<file path="config.mk">
export PLATFORM = sky130hd
export DESIGN_NAME = chunk_add_sequencer
export DESIGN_NICKNAME = d
export VERILOG_FILES = /design/src/rtl/chunk_add_pkg.sv /design/src/rtl/full_adder.sv /design/src/rtl/ripple_adder_slice.sv /design/src/rtl/chunk_add_sequencer.sv
export SDC_FILE = /design/constraint.sdc
export NUM_CORES = 1
export LEC_CHECK = 0
export BUFFER_PORTS_ARGS = -buffer_cell sky130_fd_sc_hd__buf_2
export CAP_MARGIN = 20
export CELL_PAD_IN_SITES_DETAIL_PLACEMENT = 1
export CELL_PAD_IN_SITES_GLOBAL_PLACEMENT = 1
export CORE_AREA = 2 2 96 121
export DETAILED_ROUTE_END_ITERATION = 12
export DIE_AREA = 0 0 98 123
export PLACE_DENSITY = 0.83
export SYNTH_ARGS = -nofsm -noshare
export SYNTH_HDL_FRONTEND = slang
export SYNTH_HIERARCHICAL = 1
export SYNTH_SLANG_ARGS = --single-unit
</file>
<file path="constraint.sdc">
create_clock -name clk -period 12.1 [get_ports clk]
set_input_delay 0 -clock clk [delete_from_list [all_inputs] [get_ports clk]]
set_output_delay 0 -clock clk [all_outputs]
set_load 0.01 [all_outputs]
</file>
<file path="src/rtl/chunk_add_pkg.sv">
// chunk_add_pkg: shared state type and encodings for the chunked adder sequencer
package chunk_add_pkg;
  localparam logic [1:0] ST_IDLE = 2'd0;
  localparam logic [1:0] ST_RUN  = 2'd1;
  localparam logic [1:0] ST_DONE = 2'd2;
  typedef enum logic [1:0] {IDLE = ST_IDLE, RUN = ST_RUN, DONE = ST_DONE} chunk_add_state_t;
endpackage

</file>
<file path="src/rtl/full_adder.sv">
// full_adder: one-bit full adder cell
module full_adder (
  input  logic a,
  input  logic b,
  input  logic cin,
  output logic sum,
  output logic cout
);
  assign sum  = a ^ b ^ cin;
  assign cout = (a & b) | (cin & (a ^ b));
endmodule

</file>
<file path="src/rtl/ripple_adder_slice.sv">
// ripple_adder_slice: DATA_WIDTH-bit ripple-carry adder chained from full_adder cells
module ripple_adder_slice #(
  parameter int DATA_WIDTH = 8
) (
  input  logic [DATA_WIDTH-1:0] a,
  input  logic [DATA_WIDTH-1:0] b,
  input  logic                  cin,
  output logic [DATA_WIDTH-1:0] sum,
  output logic                  cout
);
  logic [DATA_WIDTH:0] w_c;
  assign w_c[0] = cin;
  for (genvar i = 0; i < DATA_WIDTH; i++) begin : g_fa
    full_adder u_fa (.a(a[i]), .b(b[i]), .cin(w_c[i]), .sum(sum[i]), .cout(w_c[i+1]));
  end
  assign cout = w_c[DATA_WIDTH];
endmodule

</file>
<file path="src/rtl/chunk_add_sequencer.sv">
// chunk_add_sequencer: wide adder time-sharing one slice over chunks, LSB first; CHUNK_ADD_SUB_EN adds a sub port for a - b
module chunk_add_sequencer
  import chunk_add_pkg::*;
#(
  parameter int DATA_WIDTH = 8,
  parameter int NUM_CHUNKS = 4
) (
  input  logic                             clk,
  input  logic                             resetn,
  input  logic                             din_valid,
  output logic                             din_ready,
`ifdef CHUNK_ADD_SUB_EN
  input  logic                             sub,
`endif
  input  logic [DATA_WIDTH*NUM_CHUNKS-1:0] a,
  input  logic [DATA_WIDTH*NUM_CHUNKS-1:0] b,
  output logic                             dout_valid,
  input  logic                             dout_ready,
  output logic [DATA_WIDTH*NUM_CHUNKS:0]   sum,
  output logic                             busy
);
  localparam int W  = DATA_WIDTH * NUM_CHUNKS;
  localparam int IW = NUM_CHUNKS > 1 ? $clog2(NUM_CHUNKS) : 1;
  chunk_add_state_t r_state, w_next;
  logic [W-1:0] r_a, r_b;
  logic [W:0] r_sum;
  logic [IW-1:0] r_idx;
  logic r_carry, r_busy, r_dout_valid;
  logic [DATA_WIDTH-1:0] w_a_chunk, w_b_chunk, w_slice_sum;
  logic w_cout, w_accept, w_last, w_sub_in, w_inv;
  assign din_ready  = r_state == IDLE;
  assign dout_valid = r_dout_valid;
  assign busy       = r_busy;
  assign sum        = r_sum;
  assign w_accept   = din_valid && din_ready;
  assign w_last     = r_idx == IW'(NUM_CHUNKS - 1);
  assign w_a_chunk  = r_a[r_idx*DATA_WIDTH +: DATA_WIDTH];
  assign w_b_chunk  = r_b[r_idx*DATA_WIDTH +: DATA_WIDTH] ^ {DATA_WIDTH{w_inv}};
`ifdef CHUNK_ADD_SUB_EN
  logic r_sub;
  always_ff @(posedge clk)
    if (!resetn) r_sub <= 1'b0;
    else if (w_accept) r_sub <= sub;
  assign w_sub_in = sub;
  assign w_inv    = r_sub;
`else
  assign w_sub_in = 1'b0;
  assign w_inv    = 1'b0;
`endif
  ripple_adder_slice #(.DATA_WIDTH(DATA_WIDTH)) u_slice (
    .a(w_a_chunk), .b(w_b_chunk), .cin(r_carry), .sum(w_slice_sum), .cout(w_cout)
  );
  always_ff @(posedge clk)
    if (!resetn) r_state <= IDLE;
    else r_state <= w_next;
  always_comb begin
    w_next = r_state;
    w_next = r_state == IDLE ? (w_accept ? RUN : IDLE) :
             r_state == RUN  ? (w_last ? DONE : RUN) :
                               (dout_ready ? IDLE : DONE);
  end
  always_ff @(posedge clk)
    if (!resetn) begin
      r_a          <= '0;
      r_b          <= '0;
      r_sum        <= '0;
      r_idx        <= '0;
      r_carry      <= 1'b0;
      r_busy       <= 1'b0;
      r_dout_valid <= 1'b0;
    end else begin
      r_busy       <= w_next != IDLE;
      r_dout_valid <= w_next == DONE;
      if (w_accept) begin
        r_a     <= a;
        r_b     <= b;
        r_sum   <= '0;
        r_idx   <= '0;
        r_carry <= w_sub_in;
      end else if (r_state == RUN) begin
        r_sum[r_idx*DATA_WIDTH +: DATA_WIDTH] <= w_slice_sum;
        r_carry <= w_cout;
        if (w_last) r_sum[W] <= w_cout;
        else r_idx <= r_idx + 1'b1;
      end
    end
endmodule

</file>
==> flow_summary.yaml <==
setup_path:
  critPathLaunchType: "flop"
  crit_type: "flop to flop"
  cp.arrival_ns: 5.72
  cp-startpoint: "r_idx[0]"
  crit_fanout: 12
  cp_data_required_time_ns: 12.37
  cp-end-kind: "flop"
  r2r_start: "r_idx[0]"
sta:
  setup-tns-final_ns: 0
  period_share_pct: 45.10
  slew_headroom_pct: 47.63
  rsz0062_at_grt: "no"
  setup_violations: 0
  fin_crit_ns: 5.457
  tightest_slew_ns: 0.7855
  drv_slew: 0
  final-hold-violation-count: 0
  clock.fmax_mhz: 183.3
  fin_skew_ns: 0.008597
layout:
  n_antenna_cell: 0
  drive_gt1_share_pct: 21.85
  area_growth_pct: 30.99
  fin_util_pct: 55.88
  num-nets-final: 737
  n_fill_cell: 1304
  register_area_um2: 2082
  multi_input_area_um2: 2336
yosys:
  synth_area_per_cell_um2: 9.190
  synth_top_area_cell: "dfxtp_1"
  yosysMostFrequentCell: "nand2_1"
  syn-cell-area_um2: 4659
  ys_seq_elements: 104
  synth_cell_type_count: 31
  syn_inst: 507
  synth_commonest_cells: "nand2_1, dfxtp_1, a21boi_1, a21oi_1, nand3_1"
  yosysSeqAreaShare_pct: 44.68
  synth_fp_nets: 590
  yosysWarnings: 6
  synth_top_cell_area_share_pct: 44.68
  synth_enable_flop_cells: 0
  ys_top_cells_by_area: "dfxtp_1, nand2_1, a21boi_1"
  ys_async_sr_fraction_pct: 0
  synth-main-ff-cell: "dfxtp_1"
place:
  hpwl_mm: 8.801
  routabilityCongestion: 0.7767
  portBuffers: 103
floorplanning:
  initial_core_util_pct: 42.66
  num_rows: 43
  core-area_um2: 10920
  io_pins: 104
  chipHeight_um: 123
  fp.dieW_um: 98
  fp.dieArea_um2: 12050
hold_path:
  holdCritStartpoint: "dout_ready"
  hold_path.class: "primary input to flop"
cts:
  cts-resized-gates: 0
  max-clock-path-buffers: 2
  root_buffer: "clkbuf_16"
  clkSinkCount: 104
  cts_tree: "yes"
  clkTransAtPathRegs_ns: 0.07
  cts_buffers: 9
  worstSkewPairLatency_ns: 0.35
  cts_hold_buf: 66
  cts_htree_levels: 3
  postCtsSetupRepairBufs: 0
outcome:
  status: "completed"
drt:
  ant_nets: 0
  drtIter0Drc: 187
  wl_mm: 14.48
  routedWlPerCell_um: 18.24
  first_pass_iters: 4
  vias: 4171
  drc_errors: 0
  drt-vias-per-instance: 5.253
global_route:
  antenna_found_initial: 0
  grt-ovfl-total: 0
  grt_max_degree: 70
  grt.total_usage_pct: 24.77
  grt_first_pass_wirelength_mm: 23.04
  grt_pass1_vias: 4451
power:
  power.density_nw_per_um2: 126.1
  cellLeakagePower_nw: 2.477
  ir_worst_vdd_uv: 83.50
job:
  cap_violations: 0
==> placed cells by master, fill, tap and decap left out <==
| cell type | count |
|---|---|
| bufinv_16 | 1 |
| a211oi_2 | 1 |
| clkinvlp_4 | 1 |
| a21boi_0 | 4 |
| nand3_1 | 32 |
| nand3b_1 | 4 |
| and3b_1 | 4 |
| a21oi_1 | 33 |
| nand2_1 | 161 |
| mux2i_1 | 3 |
| xnor2_1 | 1 |
| dlygate4sd3_1 | 66 |
| inv_1 | 3 |
| clkbuf_8 | 1 |
| clkbuf_16 | 9 |
| ha_1 | 7 |
| and2_1 | 1 |
| clkinv_2 | 2 |
| nor3b_1 | 1 |
| nor2_1 | 5 |
| nor3b_2 | 3 |
| buf_2 | 103 |
| a22oi_1 | 1 |
| a21boi_1 | 60 |
| buf_4 | 4 |
| fa_1 | 8 |
| nand2_2 | 1 |
| nor4b_1 | 1 |
| clkinv_4 | 1 |
| mux4_2 | 16 |
| o311a_1 | 1 |
| or3b_4 | 1 |
| nor2b_1 | 14 |
| clkbuf_1 | 1 |
| dfxtp_1 | 104 |
==> flip-flops by register name, indices dropped and copies added (netlist names) <==
name        cells
dout_valid      1
r_idx           2
r_carry         1
busy            1
r_b            32
r_state         2
r_a            32
sum            33
==> final timing paths <==
path	to	slack (ns)	depth (start not counted)
worst max-delay path	sum[15]	6.64	12
worst min-delay path	dout_valid	0.12	4
worst max register to register	sum[15]	6.64	12
worst min register to register	sum[16]	0.45	2
==> layout make-up <==
cell class / count / area share, %
Clock inverter: 5 / 0.9225
Sequential cell: 104 / 34.11
Multi-Input combinational cell: 363 / 38.27
Timing Repair Buffer: 173 / 19.76
Clock buffer: 11 / 3.977
Tap cell: 135 / 2.768
Inverter: 3 / 0.1845
==> report_power, final <==
part	internal [mW]	switching, mW
combinational	0.0508	0.0527
clock	0.166	0.132
sequential	0.356	0.0118
==> worst max-delay path: stages, from the launching register on <==
cell,delay (ns)
dfxtp_1,0.81
mux4_2,0.62
fa_1,0.46
fa_1,0.41
fa_1,0.40
fa_1,0.39
fa_1,0.40
fa_1,0.40
fa_1,0.40
fa_1,0.52
nor2b_1,0.27
nand3_1,0.12
a21oi_1,0.16
==> per-stage QoR <==
step	cells	area (µm²)	power, mW	worst slack [ns]	hold slack [ns]
finish	794	6103	0.7693	6.643	0.1193
global route	794	6103	0.7988	6.307	0.1593
CTS	794	6103	0.7656	6.695	0.05570
detailed placement	712	5144	0.4581	6.720	0.2490
global placement	712	5144	0.4542	6.842	0.2470
floorplan	507	4659	0.4320	7.258	0.1348
==> cells by family (layout without fill, tap and decap cells) <==
group,after synthesis,count (layout),synth area share [%]
buffers and inverters,40,192,5.290
and+or+nand+nor,228,228,21.64
DFF,104,104,44.68
adders and majority gates,15,15,5.317
muxes,19,19,8.378
AOI/OAI and AO/OA,100,100,14.50
xor gates and xnor gates,1,1,0.1880
==> per-layer routing <==
layer	share of wire (%)	wire length, µm	GRT usage [%]
met1	41	5943	28.49
met5	0	0	0
met3	3.2	465	4.183
met4	3.5	505	11.46
met2	52	7567	44.99
Power figures use the tool's default switching activity.
